===== src/rtl/ecdsa_axil_csr_slave_if.sv =====
// AXI4-Lite CSR bus bundle between the PS-side master and the ECDSA CSR block.
// Only the channels a register-file responder needs are included (no PROT/IDs).
interface ecdsa_axil_csr_slave_if #(
   parameter int ADDR_W = 12,
   parameter int DATA_W = 32
);
   logic [ADDR_W-1:0]   awaddr;
   logic                awvalid;
   logic                awready;
   logic [DATA_W-1:0]   wdata;
   logic [DATA_W/8-1:0] wstrb;
   logic                wvalid;
   logic                wready;
   logic [1:0]          bresp;
   logic                bvalid;
   logic                bready;
   logic [ADDR_W-1:0]   araddr;
   logic                arvalid;
   logic                arready;
   logic [DATA_W-1:0]   rdata;
   logic [1:0]          rresp;
   logic                rvalid;
   logic                rready;

   modport master (
      output awaddr, awvalid, wdata, wstrb, wvalid, bready, araddr, arvalid, rready,
      input  awready, wready, bresp, bvalid, arready, rdata, rresp, rvalid
   );

   modport slave (
      input  awaddr, awvalid, wdata, wstrb, wvalid, bready, araddr, arvalid, rready,
      output awready, wready, bresp, bvalid, arready, rdata, rresp, rvalid
   );
endinterface


===== src/rtl/ecdsa_axil_csr_slave.sv =====
// ECDSA accelerator CSR file behind an AXI4-Lite responder: command word, address
// tables, argument counts, core start pulse generation and done-flag capture.
module ecdsa_axil_csr_slave #(
   parameter int ADDR_W = 12,
   parameter int DATA_W = 32
) (
   input  logic                       clk,
   input  logic                       resetn,
   ecdsa_axil_csr_slave_if.slave      s_axi_csrs,
   input  logic                       core_done,
   input  logic                       core_busy,
   output logic [DATA_W-1:0]          command,
   output logic [DATA_W-1:0]          addr_table_base_i,
   output logic [DATA_W-1:0]          argc_i,
   output logic [DATA_W-1:0]          addr_table_base_o,
   output logic [DATA_W-1:0]          argc_o,
   output logic                       start
);

   localparam int STRB_W = DATA_W / 8;
   localparam int WA_W   = ADDR_W - 2;

   localparam logic [0:0] W_IDLE = 1'b0;
   localparam logic [0:0] W_RESP = 1'b1;
   localparam logic [0:0] R_IDLE = 1'b0;
   localparam logic [0:0] R_DATA = 1'b1;

   localparam logic [1:0] RESP_OKAY   = 2'b00;
   localparam logic [1:0] RESP_SLVERR = 2'b10;

   localparam logic [2:0] IDX_CMD    = 3'd0;
   localparam logic [2:0] IDX_BASE_I = 3'd1;
   localparam logic [2:0] IDX_ARGC_I = 3'd2;
   localparam logic [2:0] IDX_BASE_O = 3'd3;
   localparam logic [2:0] IDX_ARGC_O = 3'd4;

   // Register file
   logic [DATA_W-1:0] r_command;
   logic [DATA_W-1:0] r_base_i;
   logic [DATA_W-1:0] r_argc_i;
   logic [DATA_W-1:0] r_base_o;
   logic [DATA_W-1:0] r_argc_o;
   logic              r_done_flag;
   logic              r_start;

   // Write channel state
   logic [0:0]        r_wstate;
   logic              r_awready;
   logic              r_wready;
   logic              r_aw_latched;
   logic              r_w_latched;
   logic [WA_W-1:0]   r_awaddr;
   logic [DATA_W-1:0] r_wdata;
   logic [STRB_W-1:0] r_wstrb;
   logic              r_bvalid;
   logic [1:0]        r_bresp;

   // Read channel state
   logic [0:0]        r_rstate;
   logic              r_arready;
   logic              r_rvalid;
   logic [1:0]        r_rresp;
   logic [DATA_W-1:0] r_rdata;

   logic              w_aw_hs;
   logic              w_w_hs;
   logic              w_aw_have;
   logic              w_w_have;
   logic              w_commit;
   logic [WA_W-1:0]   w_waddr;
   logic [DATA_W-1:0] w_wdata;
   logic [STRB_W-1:0] w_wstrb;
   logic              w_wmapped;
   logic [2:0]        w_widx;
   logic [DATA_W-1:0] w_cmd_new;
   logic              w_cmd_wr;
   logic              w_start_cond;
   logic              w_ar_hs;
   logic [WA_W-1:0]   w_raddr;
   logic              w_rmapped;
   logic [DATA_W-1:0] w_rsel;
   logic              w_unused_addr_lsbs;

   // Byte lanes below the word offset never take part in decode.
   assign w_unused_addr_lsbs = &{1'b0, s_axi_csrs.awaddr[1:0], s_axi_csrs.araddr[1:0]};

   function automatic logic addr_mapped(input logic [WA_W-1:0] wa);
      return (wa[WA_W-1:3] == '0) && (wa[2:0] <= IDX_ARGC_O);
   endfunction

   function automatic logic [DATA_W-1:0] apply_strb(input logic [DATA_W-1:0] old_v,
                                                    input logic [DATA_W-1:0] new_v,
                                                    input logic [STRB_W-1:0] strb);
      logic [DATA_W-1:0] merged;
      merged = old_v;
      for (int i = 0; i < STRB_W; i++) begin
         if (strb[i]) merged[8*i +: 8] = new_v[8*i +: 8];
      end
      return merged;
   endfunction

   // ---------------------------------------------------------------- write path
   assign w_aw_hs   = s_axi_csrs.awvalid & r_awready;
   assign w_w_hs    = s_axi_csrs.wvalid  & r_wready;
   assign w_aw_have = r_aw_latched | w_aw_hs;
   assign w_w_have  = r_w_latched  | w_w_hs;
   assign w_commit  = (r_wstate == W_IDLE) & w_aw_have & w_w_have;

   // A half already latched wins; the other half comes straight off the bus.
   assign w_waddr   = r_aw_latched ? r_awaddr : s_axi_csrs.awaddr[ADDR_W-1:2];
   assign w_wdata   = r_w_latched  ? r_wdata  : s_axi_csrs.wdata;
   assign w_wstrb   = r_w_latched  ? r_wstrb  : s_axi_csrs.wstrb;
   assign w_wmapped = addr_mapped(w_waddr);
   assign w_widx    = w_waddr[2:0];

   assign w_cmd_new    = apply_strb(r_command, w_wdata, w_wstrb);
   assign w_cmd_wr     = w_commit & w_wmapped & (w_widx == IDX_CMD);
   assign w_start_cond = w_cmd_new[0] & ~r_command[0];

   always_ff @(posedge clk) begin
      if (!resetn) begin
         r_wstate     <= W_IDLE;
         r_awready    <= 1'b0;
         r_wready     <= 1'b0;
         r_aw_latched <= 1'b0;
         r_w_latched  <= 1'b0;
         r_awaddr     <= '0;
         r_wdata      <= '0;
         r_wstrb      <= '0;
         r_bvalid     <= 1'b0;
         r_bresp      <= RESP_OKAY;
      end else if (r_wstate == W_IDLE) begin
         if (w_commit) begin
            r_wstate     <= W_RESP;
            r_bvalid     <= 1'b1;
            r_bresp      <= w_wmapped ? RESP_OKAY : RESP_SLVERR;
            r_aw_latched <= 1'b0;
            r_w_latched  <= 1'b0;
            r_awready    <= 1'b0;
            r_wready     <= 1'b0;
         end else begin
            // NOTE: state is updated with <= so every branch sees the pre-edge values.
            if (w_aw_hs) begin
               r_aw_latched <= 1'b1;
               r_awaddr     <= s_axi_csrs.awaddr[ADDR_W-1:2];
            end
            if (w_w_hs) begin
               r_w_latched <= 1'b1;
               r_wdata     <= s_axi_csrs.wdata;
               r_wstrb     <= s_axi_csrs.wstrb;
            end
            r_awready <= ~w_aw_have;
            r_wready  <= ~w_w_have;
         end
      end else if (s_axi_csrs.bready) begin
         r_wstate  <= W_IDLE;
         r_bvalid  <= 1'b0;
         r_awready <= 1'b1;
         r_wready  <= 1'b1;
      end
   end

   // -------------------------------------------------------------- register file
   always_ff @(posedge clk) begin
      if (!resetn) begin
         // NOTE: these are control registers the core acts on, so each one is reset.
         r_command   <= '0;
         r_base_i    <= '0;
         r_argc_i    <= '0;
         r_base_o    <= '0;
         r_argc_o    <= '0;
         r_done_flag <= 1'b0;
         r_start     <= 1'b0;
      end else begin
         r_start <= w_cmd_wr & w_start_cond;

         // Completion from the core outranks a clearing COMMAND write.
         if (core_done) begin
            r_done_flag <= 1'b1;
         end else if (w_cmd_wr && (!w_cmd_new[0] || w_start_cond)) begin
            r_done_flag <= 1'b0;
         end

         if (w_commit && w_wmapped) begin
            case (w_widx)
               IDX_CMD:    r_command <= w_cmd_new;
               IDX_BASE_I: r_base_i  <= apply_strb(r_base_i, w_wdata, w_wstrb);
               IDX_ARGC_I: r_argc_i  <= apply_strb(r_argc_i, w_wdata, w_wstrb);
               IDX_BASE_O: r_base_o  <= apply_strb(r_base_o, w_wdata, w_wstrb);
               IDX_ARGC_O: r_argc_o  <= apply_strb(r_argc_o, w_wdata, w_wstrb);
               default:    ;
            endcase
         end
      end
   end

   // ----------------------------------------------------------------- read path
   assign w_ar_hs   = s_axi_csrs.arvalid & r_arready;
   assign w_raddr   = s_axi_csrs.araddr[ADDR_W-1:2];
   assign w_rmapped = addr_mapped(w_raddr);

   always_comb begin
      // NOTE: default first so no path through the case leaves w_rsel unassigned.
      w_rsel = '0;
      case (w_raddr[2:0])
         IDX_CMD:    w_rsel = {{(DATA_W-2){1'b0}}, core_busy, r_done_flag};
         IDX_BASE_I: w_rsel = r_base_i;
         IDX_ARGC_I: w_rsel = r_argc_i;
         IDX_BASE_O: w_rsel = r_base_o;
         IDX_ARGC_O: w_rsel = r_argc_o;
         default:    w_rsel = '0;
      endcase
   end

   always_ff @(posedge clk) begin
      if (!resetn) begin
         r_rstate  <= R_IDLE;
         r_arready <= 1'b0;
         r_rvalid  <= 1'b0;
         r_rresp   <= RESP_OKAY;
         r_rdata   <= '0;
      end else if (r_rstate == R_IDLE) begin
         if (w_ar_hs) begin
            r_rstate  <= R_DATA;
            r_arready <= 1'b0;
            r_rvalid  <= 1'b1;
            r_rdata   <= w_rmapped ? w_rsel : '0;
            r_rresp   <= w_rmapped ? RESP_OKAY : RESP_SLVERR;
         end else begin
            r_arready <= 1'b1;
         end
      end else if (s_axi_csrs.rready) begin
         r_rstate  <= R_IDLE;
         r_rvalid  <= 1'b0;
         r_arready <= 1'b1;
      end
   end

   // ------------------------------------------------------------------- outputs
   assign s_axi_csrs.awready = r_awready;
   assign s_axi_csrs.wready  = r_wready;
   assign s_axi_csrs.bvalid  = r_bvalid;
   assign s_axi_csrs.bresp   = r_bresp;
   assign s_axi_csrs.arready = r_arready;
   assign s_axi_csrs.rvalid  = r_rvalid;
   assign s_axi_csrs.rresp   = r_rresp;
   assign s_axi_csrs.rdata   = r_rdata;

   assign command           = r_command;
   assign addr_table_base_i = r_base_i;
   assign argc_i            = r_argc_i;
   assign addr_table_base_o = r_base_o;
   assign argc_o            = r_argc_o;
   assign start             = r_start;

endmodule


===== src/flat_wrapper.sv =====
// flat-port wrapper written by rule: the top's interface ports become plain ports
module ecdsa_axil_csr_slave_flat 
#(
   parameter int ADDR_W = 12,
   parameter int DATA_W = 32
)
  (clk, resetn, core_done, core_busy, command, addr_table_base_i, argc_i, addr_table_base_o, argc_o, start, s_axi_csrs_awaddr, s_axi_csrs_awvalid, s_axi_csrs_wdata, s_axi_csrs_wstrb, s_axi_csrs_wvalid, s_axi_csrs_bready, s_axi_csrs_araddr, s_axi_csrs_arvalid, s_axi_csrs_rready, s_axi_csrs_awready, s_axi_csrs_wready, s_axi_csrs_bresp, s_axi_csrs_bvalid, s_axi_csrs_arready, s_axi_csrs_rdata, s_axi_csrs_rresp, s_axi_csrs_rvalid);
  ecdsa_axil_csr_slave_if #(.ADDR_W(ADDR_W), .DATA_W(DATA_W)) s_axi_csrs_i ();
  input  logic clk;
  input  logic resetn;
  input  logic core_done;
  input  logic core_busy;
  output logic [DATA_W-1:0] command;
  output logic [DATA_W-1:0] addr_table_base_i;
  output logic [DATA_W-1:0] argc_i;
  output logic [DATA_W-1:0] addr_table_base_o;
  output logic [DATA_W-1:0] argc_o;
  output logic start;
  input wire logic [$bits(s_axi_csrs_i.awaddr)-1:0] s_axi_csrs_awaddr;
  input wire logic [$bits(s_axi_csrs_i.awvalid)-1:0] s_axi_csrs_awvalid;
  input wire logic [$bits(s_axi_csrs_i.wdata)-1:0] s_axi_csrs_wdata;
  input wire logic [$bits(s_axi_csrs_i.wstrb)-1:0] s_axi_csrs_wstrb;
  input wire logic [$bits(s_axi_csrs_i.wvalid)-1:0] s_axi_csrs_wvalid;
  input wire logic [$bits(s_axi_csrs_i.bready)-1:0] s_axi_csrs_bready;
  input wire logic [$bits(s_axi_csrs_i.araddr)-1:0] s_axi_csrs_araddr;
  input wire logic [$bits(s_axi_csrs_i.arvalid)-1:0] s_axi_csrs_arvalid;
  input wire logic [$bits(s_axi_csrs_i.rready)-1:0] s_axi_csrs_rready;
  output wire logic [$bits(s_axi_csrs_i.awready)-1:0] s_axi_csrs_awready;
  output wire logic [$bits(s_axi_csrs_i.wready)-1:0] s_axi_csrs_wready;
  output wire logic [$bits(s_axi_csrs_i.bresp)-1:0] s_axi_csrs_bresp;
  output wire logic [$bits(s_axi_csrs_i.bvalid)-1:0] s_axi_csrs_bvalid;
  output wire logic [$bits(s_axi_csrs_i.arready)-1:0] s_axi_csrs_arready;
  output wire logic [$bits(s_axi_csrs_i.rdata)-1:0] s_axi_csrs_rdata;
  output wire logic [$bits(s_axi_csrs_i.rresp)-1:0] s_axi_csrs_rresp;
  output wire logic [$bits(s_axi_csrs_i.rvalid)-1:0] s_axi_csrs_rvalid;
  assign s_axi_csrs_i.awaddr = s_axi_csrs_awaddr;
  assign s_axi_csrs_i.awvalid = s_axi_csrs_awvalid;
  assign s_axi_csrs_i.wdata = s_axi_csrs_wdata;
  assign s_axi_csrs_i.wstrb = s_axi_csrs_wstrb;
  assign s_axi_csrs_i.wvalid = s_axi_csrs_wvalid;
  assign s_axi_csrs_i.bready = s_axi_csrs_bready;
  assign s_axi_csrs_i.araddr = s_axi_csrs_araddr;
  assign s_axi_csrs_i.arvalid = s_axi_csrs_arvalid;
  assign s_axi_csrs_i.rready = s_axi_csrs_rready;
  assign s_axi_csrs_awready = s_axi_csrs_i.awready;
  assign s_axi_csrs_wready = s_axi_csrs_i.wready;
  assign s_axi_csrs_bresp = s_axi_csrs_i.bresp;
  assign s_axi_csrs_bvalid = s_axi_csrs_i.bvalid;
  assign s_axi_csrs_arready = s_axi_csrs_i.arready;
  assign s_axi_csrs_rdata = s_axi_csrs_i.rdata;
  assign s_axi_csrs_rresp = s_axi_csrs_i.rresp;
  assign s_axi_csrs_rvalid = s_axi_csrs_i.rvalid;
  ecdsa_axil_csr_slave #(.ADDR_W(ADDR_W), .DATA_W(DATA_W)) u_core (.clk(clk), .resetn(resetn), .s_axi_csrs(s_axi_csrs_i), .core_done(core_done), .core_busy(core_busy), .command(command), .addr_table_base_i(addr_table_base_i), .argc_i(argc_i), .addr_table_base_o(addr_table_base_o), .argc_o(argc_o), .start(start));
endmodule

===== config.mk =====
export PLATFORM = sky130hd
export DESIGN_NAME = ecdsa_axil_csr_slave_flat
export DESIGN_NICKNAME = d
export VERILOG_FILES = /design/src/rtl/ecdsa_axil_csr_slave_if.sv /design/src/rtl/ecdsa_axil_csr_slave.sv /design/src/flat_wrapper.sv
export SDC_FILE = /design/constraint.sdc
export NUM_CORES = 1
export LEC_CHECK = 0
export ABC_AREA = 0
export CORE_UTILIZATION = 45
export DETAILED_ROUTE_END_ITERATION = 8
export PLACE_DENSITY_LB_ADDON = 0.2
export SETUP_SLACK_MARGIN = 0.4
export SLEW_MARGIN = 30
export SYNTH_ARGS = -nofsm -noshare
export SYNTH_HDL_FRONTEND = slang
export SYNTH_SLANG_ARGS = --single-unit
export TNS_END_PERCENT = 1

===== constraint.sdc =====
create_clock -name clk -period 1.8 [get_ports clk]
set_input_delay 0.36 -clock clk [delete_from_list [all_inputs] [get_ports clk]]
set_output_delay 0.36 -clock clk [all_outputs]
set_load 0.02 [all_outputs]

# Word-level counts from Yosys, hierarchy flattened
# Index checks and enable logic that the tools add are counted.
[op_classes]
magnitude_cmp = 2
n_eq_ne = 10
mux = 34
bitwise = 17
n_reduce_logical = 44
[ops]
columns = ["op", "n"]
rows = [
  ["$pmux 32 s5", 1],
  ["$reduce_and 3->1", 22],
  ["$mux 32", 2],
  ["$mux 1", 27],
  ["$logic_not 7->1", 2],
  ["$reduce_and 2->1", 7],
  ["$eq 3x2->1 const B", 4],
  ["$mux 10", 1],
  ["$reduce_bool 2->1", 5],
  ["$and 1x1->1", 9],
  ["$eq 3x1->1 const B", 2],
  ["$eq 3x3->1 const B", 2],
  ["$le 3x3->1 const B", 2],
  ["$logic_not 3->1", 2],
  ["$not 1->1", 6],
  ["$logic_and 1x1->1", 4],
  ["$mux 2", 2],
  ["$mux 4", 1],
  ["$ne 2x2->1 const B", 2],
  ["$or 1x1->1", 2],
  ["$logic_not 1->1", 1],
  ["$logic_or 1x1->1", 1],
]
[word_totals]
ff_bits = 253
in_bits = 69
out_inout_bits = 202
word_cells = 145

# Depth between registers and ports, before layout
# Gate-level depths: netlist (run 1).
[depth]
depth_word = 9
depth_mapped = 7
ltp_nobuf = 4

# Worst setup path after synthesis (run 1)
# OpenSTA, ideal clock, no wires.
[synth_path]
kind = "input-to-reg"
start = "input s_axi_csrs_awaddr[7]"
end = "register u_core.r_command[1], in the netlist u_core.command[1]"
setup_ns = 0.072
t_arrival_ns = 1.824
t_required_ns = 1.728
path_slack_ns = -0.096
stages = 6
path_buffers = 2
cell_sequence = "or4_4 > nor2_8 > buf_12 > o2111a_1 > buf_6 > mux2i_1"
[synth_via]
elab_chain_len = 5
[synth_rtl]
columns = ["item", "line_no", "rtl"]
rows = [
  ["from (decl)", "flat_wrapper.sv:19", "input wire logic [$bits(s_axi_csrs_i.awaddr)-1:0] s_axi_csrs_awaddr;"],
  ["$mux 10", "ecdsa_axil_csr_slave.sv:110", "assign w_waddr = r_aw_latched ? r_awaddr : s_axi_csrs.awaddr[ADDR_W-1:2];"],
  ["$logic_not 7->1", "ecdsa_axil_csr_slave.sv:88", "return (wa[WA_W-1:3] == '0) && (wa[2:0] <= IDX_ARGC_O);"],
  ["$logic_and 1x1->1", "ecdsa_axil_csr_slave.sv:88", ""],
  ["$logic_and 1x1->1", "ecdsa_axil_csr_slave.sv:184", "if (w_commit && w_wmapped) begin"],
  ["$reduce_and 3->1 (no line)", "--", ""],
  ["to (signal assigned)", "ecdsa_axil_csr_slave.sv:186", "IDX_CMD: r_command <= w_cmd_new;"],
  ["to (decl)", "ecdsa_axil_csr_slave.sv:38", "logic [DATA_W-1:0] r_command;"],
]
# No other way between the ends.
# A chain may end at the register's enable or synchronous reset.

# Final worst setup path (run 1)
[layout_path]
start = "input s_axi_csrs_awaddr[5]"
end = "register u_core.r_command[7], in the netlist u_core.command[7]"
# Same word-level chain as after synthesis.

==> out/results.ini, run 1 <==
[critical_path]
path_class=in2reg
reg2reg_from=u_core.r_aw_latched$_SDFFE_PN0P_
cp_max_fo=7
cp_cell_sequence=clkdlybuf4s50_1 > or4_4 > nor2_8 > buf_8 > o2111a_1 > buf_12 > mux2i_1
crit_end=u_core.command[7]$_SDFFE_PN0P_
crit_path_end_kind=register
cp_slowest_cell=or4_4
cp-startpoint=s_axi_csrs_awaddr[5]
cp.required_ns=2.25
arrival_ns=2.34
cp-start-kind=input port
r2r-end=u_core.command[7]$_SDFFE_PN0P_
reg2reg_slack_ns=-0.08
slowest_delay_ns=0.58
worst-r2r-cell-count=6

[routing]
drt-total-wl_mm=35.4
met1Wirelength_mm=15.7
drc=0
postRouteAntennaNets=0
vias=9852
routed.top_layer=met4
wl_per_cell_um=19.3
viasPerCell=5.37
wl_met3_mm=2.15
dr.first_iter.drc_count=697
route.met2.wl_mm=16.6
drtPass1Iterations=5

[cts]
htree_levels=1
ctsHoldBuffers=0
clk_path_buf_depth=3
cts.sinks=251
path_clk_slew_ns=0.06
clk_latency_ns=0.53
numCtsBuffers=27
cts_root_buffer=clkbuf_16
cts_tree=done

[synthesis]
syn_avg_cell_area_um2=9.46
seq_area_frac_synth=0.447
synthArstFlopShare=0
synthFlopType=dfxtp_1
synth.distinct_cells=45
synth_area_leaders=dfxtp_1 (45%), mux2i_1 (18%), nand2_1 (10%)
synth_seq_cells=251
yosys-top-cells-count=nand2_1 (310), dfxtp_1 (251), mux2i_1 (199)
ys.warnings.count=0
synth_area_leader_cell=dfxtp_1
yosysTopAreaCellShare=0.447
synth_edf_count=0
synth_cells=1188
netlist_area_um2=11200
yosys.cell_count.top_type=nand2_1

[hold_path]
hold_start=s_axi_csrs_awaddr[8]
hold_class=in2reg
min_path_cells=3

[floorplan]
fp.dieArea_um2=25600
coreArea_um2=24400
dieWidth_um=160
start_util=0.461
io_pins=271
die_h_um=160
row_count=57

[place]
finalWeightedCongestion=0.845
dpl.hpwl_mm=24.2
port_buffers=264
placed_cells=1777
place_ws_ns=-0.605

[global_route]
grt_pass1_vias=9484
grt_overflow=0
grt_antenna_before_repair=1
grt_usage=0.268
grt_max_degree=40
grt_pass1_wl_mm=54.4

[timing]
max_freq_mhz=532
setup_viol=125
layout_min_cycle_time_ns=1.88
worst_slack_ns=-0.0810
grt_setup_unrepaired=yes
drv_slew=0
hold_viol=0
clock_skew_ns=0.0137
finalCritPeriodShare=1.04

[job]
cap_violations=0

[outcome]
violations=setup timing
status=finished, violations left

[final_layout]
drive_gt1_frac=0.313
area_growth_pct=41.5
finalNonFillerCells=1834
nets=1558
final_util=0.652

[power_and_ir_drop]
p_per_area_nw_per_um2=812
p_total_uw=12900
peakVddDrop_mv=0.580
p_leak_uw=0.00700

==> layout by cell type (no fill, tap or decap), types with 3 or more instances in the layout <==
master	synthesis	layout
a21boi_0	77	53
a21boi_1	0	23
a21oi_1	4	4
and3b_1	3	3
buf_12	1	35
buf_2	6	5
buf_4	7	203
buf_6	5	43
bufinv_16	0	5
clkbuf_1	57	3
clkbuf_16	0	28
clkbuf_8	0	4
clkdlybuf4s50_1	0	57
clkinv_2	0	9
dfxtp_1	251	216
dfxtp_2	0	32
dfxtp_4	0	3
inv_1	31	31
mux2_2	32	32
mux2i_1	199	198
nand2_1	310	308
nand2b_1	6	4
nand3_1	13	13
nor2_1	21	21
nor3_1	7	6
nor3b_1	31	28
nor3b_2	0	3
o2111a_1	3	3
o2111ai_1	4	4
o2111ai_2	4	3
o2111ai_4	13	14
o21ai_0	39	15
o21ai_2	1	23
o22ai_1	31	29
==> cell families after synthesis <==
| logic type | after synthesis | share of synthesized area |
|---|---|---|
| multiplexers | 232 | 0.211 |
| flip-flops | 251 | 0.447 |
| buffers and inverters | 113 | 0.0456 |
| AO/OA/AOI/OAI | 181 | 0.136 |
| other | 1 | 0.000334 |
| AND/OR/NAND/NOR | 410 | 0.160 |
==> area by class of cell <==
cell class	instances	area, um2
multi-input combinational	825	5890
fill	2035	8500
sequential	251	5080
inverter	31	116
clock buffer	33	728
antenna	1	2.50
clock inverter	16	211
tap	324	405
timing repair buffer	353	3470
==> state kept, by name, summed over array words and instances, names as in the netlist, 4 cells and up <==
name and cells:
u_core.addr_table_base_i 32, u_core.addr_table_base_o 32, u_core.argc_i 32, u_core.argc_o 32, u_core.command 32, u_core.r_wdata 32, u_core.s_axi_csrs.rdata 32, u_core.r_awaddr 10
u_core.r_wstrb 4
==> critical path: cells and delay by family <==
family                 cells  cell delay [ns]
AO/OA/AOI/OAI              1             0.23
buffers and inverters      3             0.75
multiplexers               1             0.19
AND/OR/NAND/NOR            2             0.80
==> stage by stage <==
step           hold WS (ns)  area, um2  TNS, ns
2_1_floorplan         0.439      11200    -3.58
3_3_place_gp          0.444      15000   -94.06
3_5_place_dp          0.448      15000   -96.99
4_1_cts               0.249      15600    -3.94
5_1_grt               0.163      15900   -10.25
6_report              0.157      15900    -3.04
==> per-layer routing <==
metal / global-route usage / vias up
met5: 0 / -
met3: 0.0512 / 68
met1: 0.355 / 4764
met2: 0.442 / 326
met4: 0.0788 / 0
li1: - / 4694
==> worst min path at each step <==
stage / slack (ns) / endpoint
after floorplan: 0.44 / u_core.r_awaddr[9]$_SDFFE_PN0P_
after global placement: 0.44 / u_core.command[29]$_SDFFE_PN0P_
after detailed placement: 0.45 / u_core.command[4]$_SDFFE_PN0P_
after CTS: 0.25 / u_core.r_awaddr[8]$_SDFFE_PN0P_
after global routing: 0.16 / u_core.r_awaddr[6]$_SDFFE_PN0P_
final: 0.16 / u_core.r_awaddr[6]$_SDFFE_PN0P_
==> what timing repair did <==
action / 4_1_cts / 5_1_grt
gates resized for setup: 918 / 259
endpoints found under the setup margin: 433 / 423
buffers inserted: 4 / 1
gates cloned: 1 / 1
pin swaps: 16 / 15
==> where the power goes <==
part           switching [uW]  total, uW  internal, uW  leakage (uW)
sequential               51.7       5690          5630       0.00204
clock                    2280       5870          3590      0.000468
combinational             753       1350           601       0.00449
No activity file was read; power rests on OpenSTA's default activity.
==> inputs of run 2 (changes only) <==
- ABC_AREA: 0 -> default
==> results of run 2 <==
No change in the layout: final DEF, timing and power equal those of run 1.
==> inputs of run 3 (changes only) <==
- GPL_ROUTABILITY_DRIVEN: default -> 1
==> results of run 3 <==
No change in the layout: final DEF, timing and power equal those of run 1.
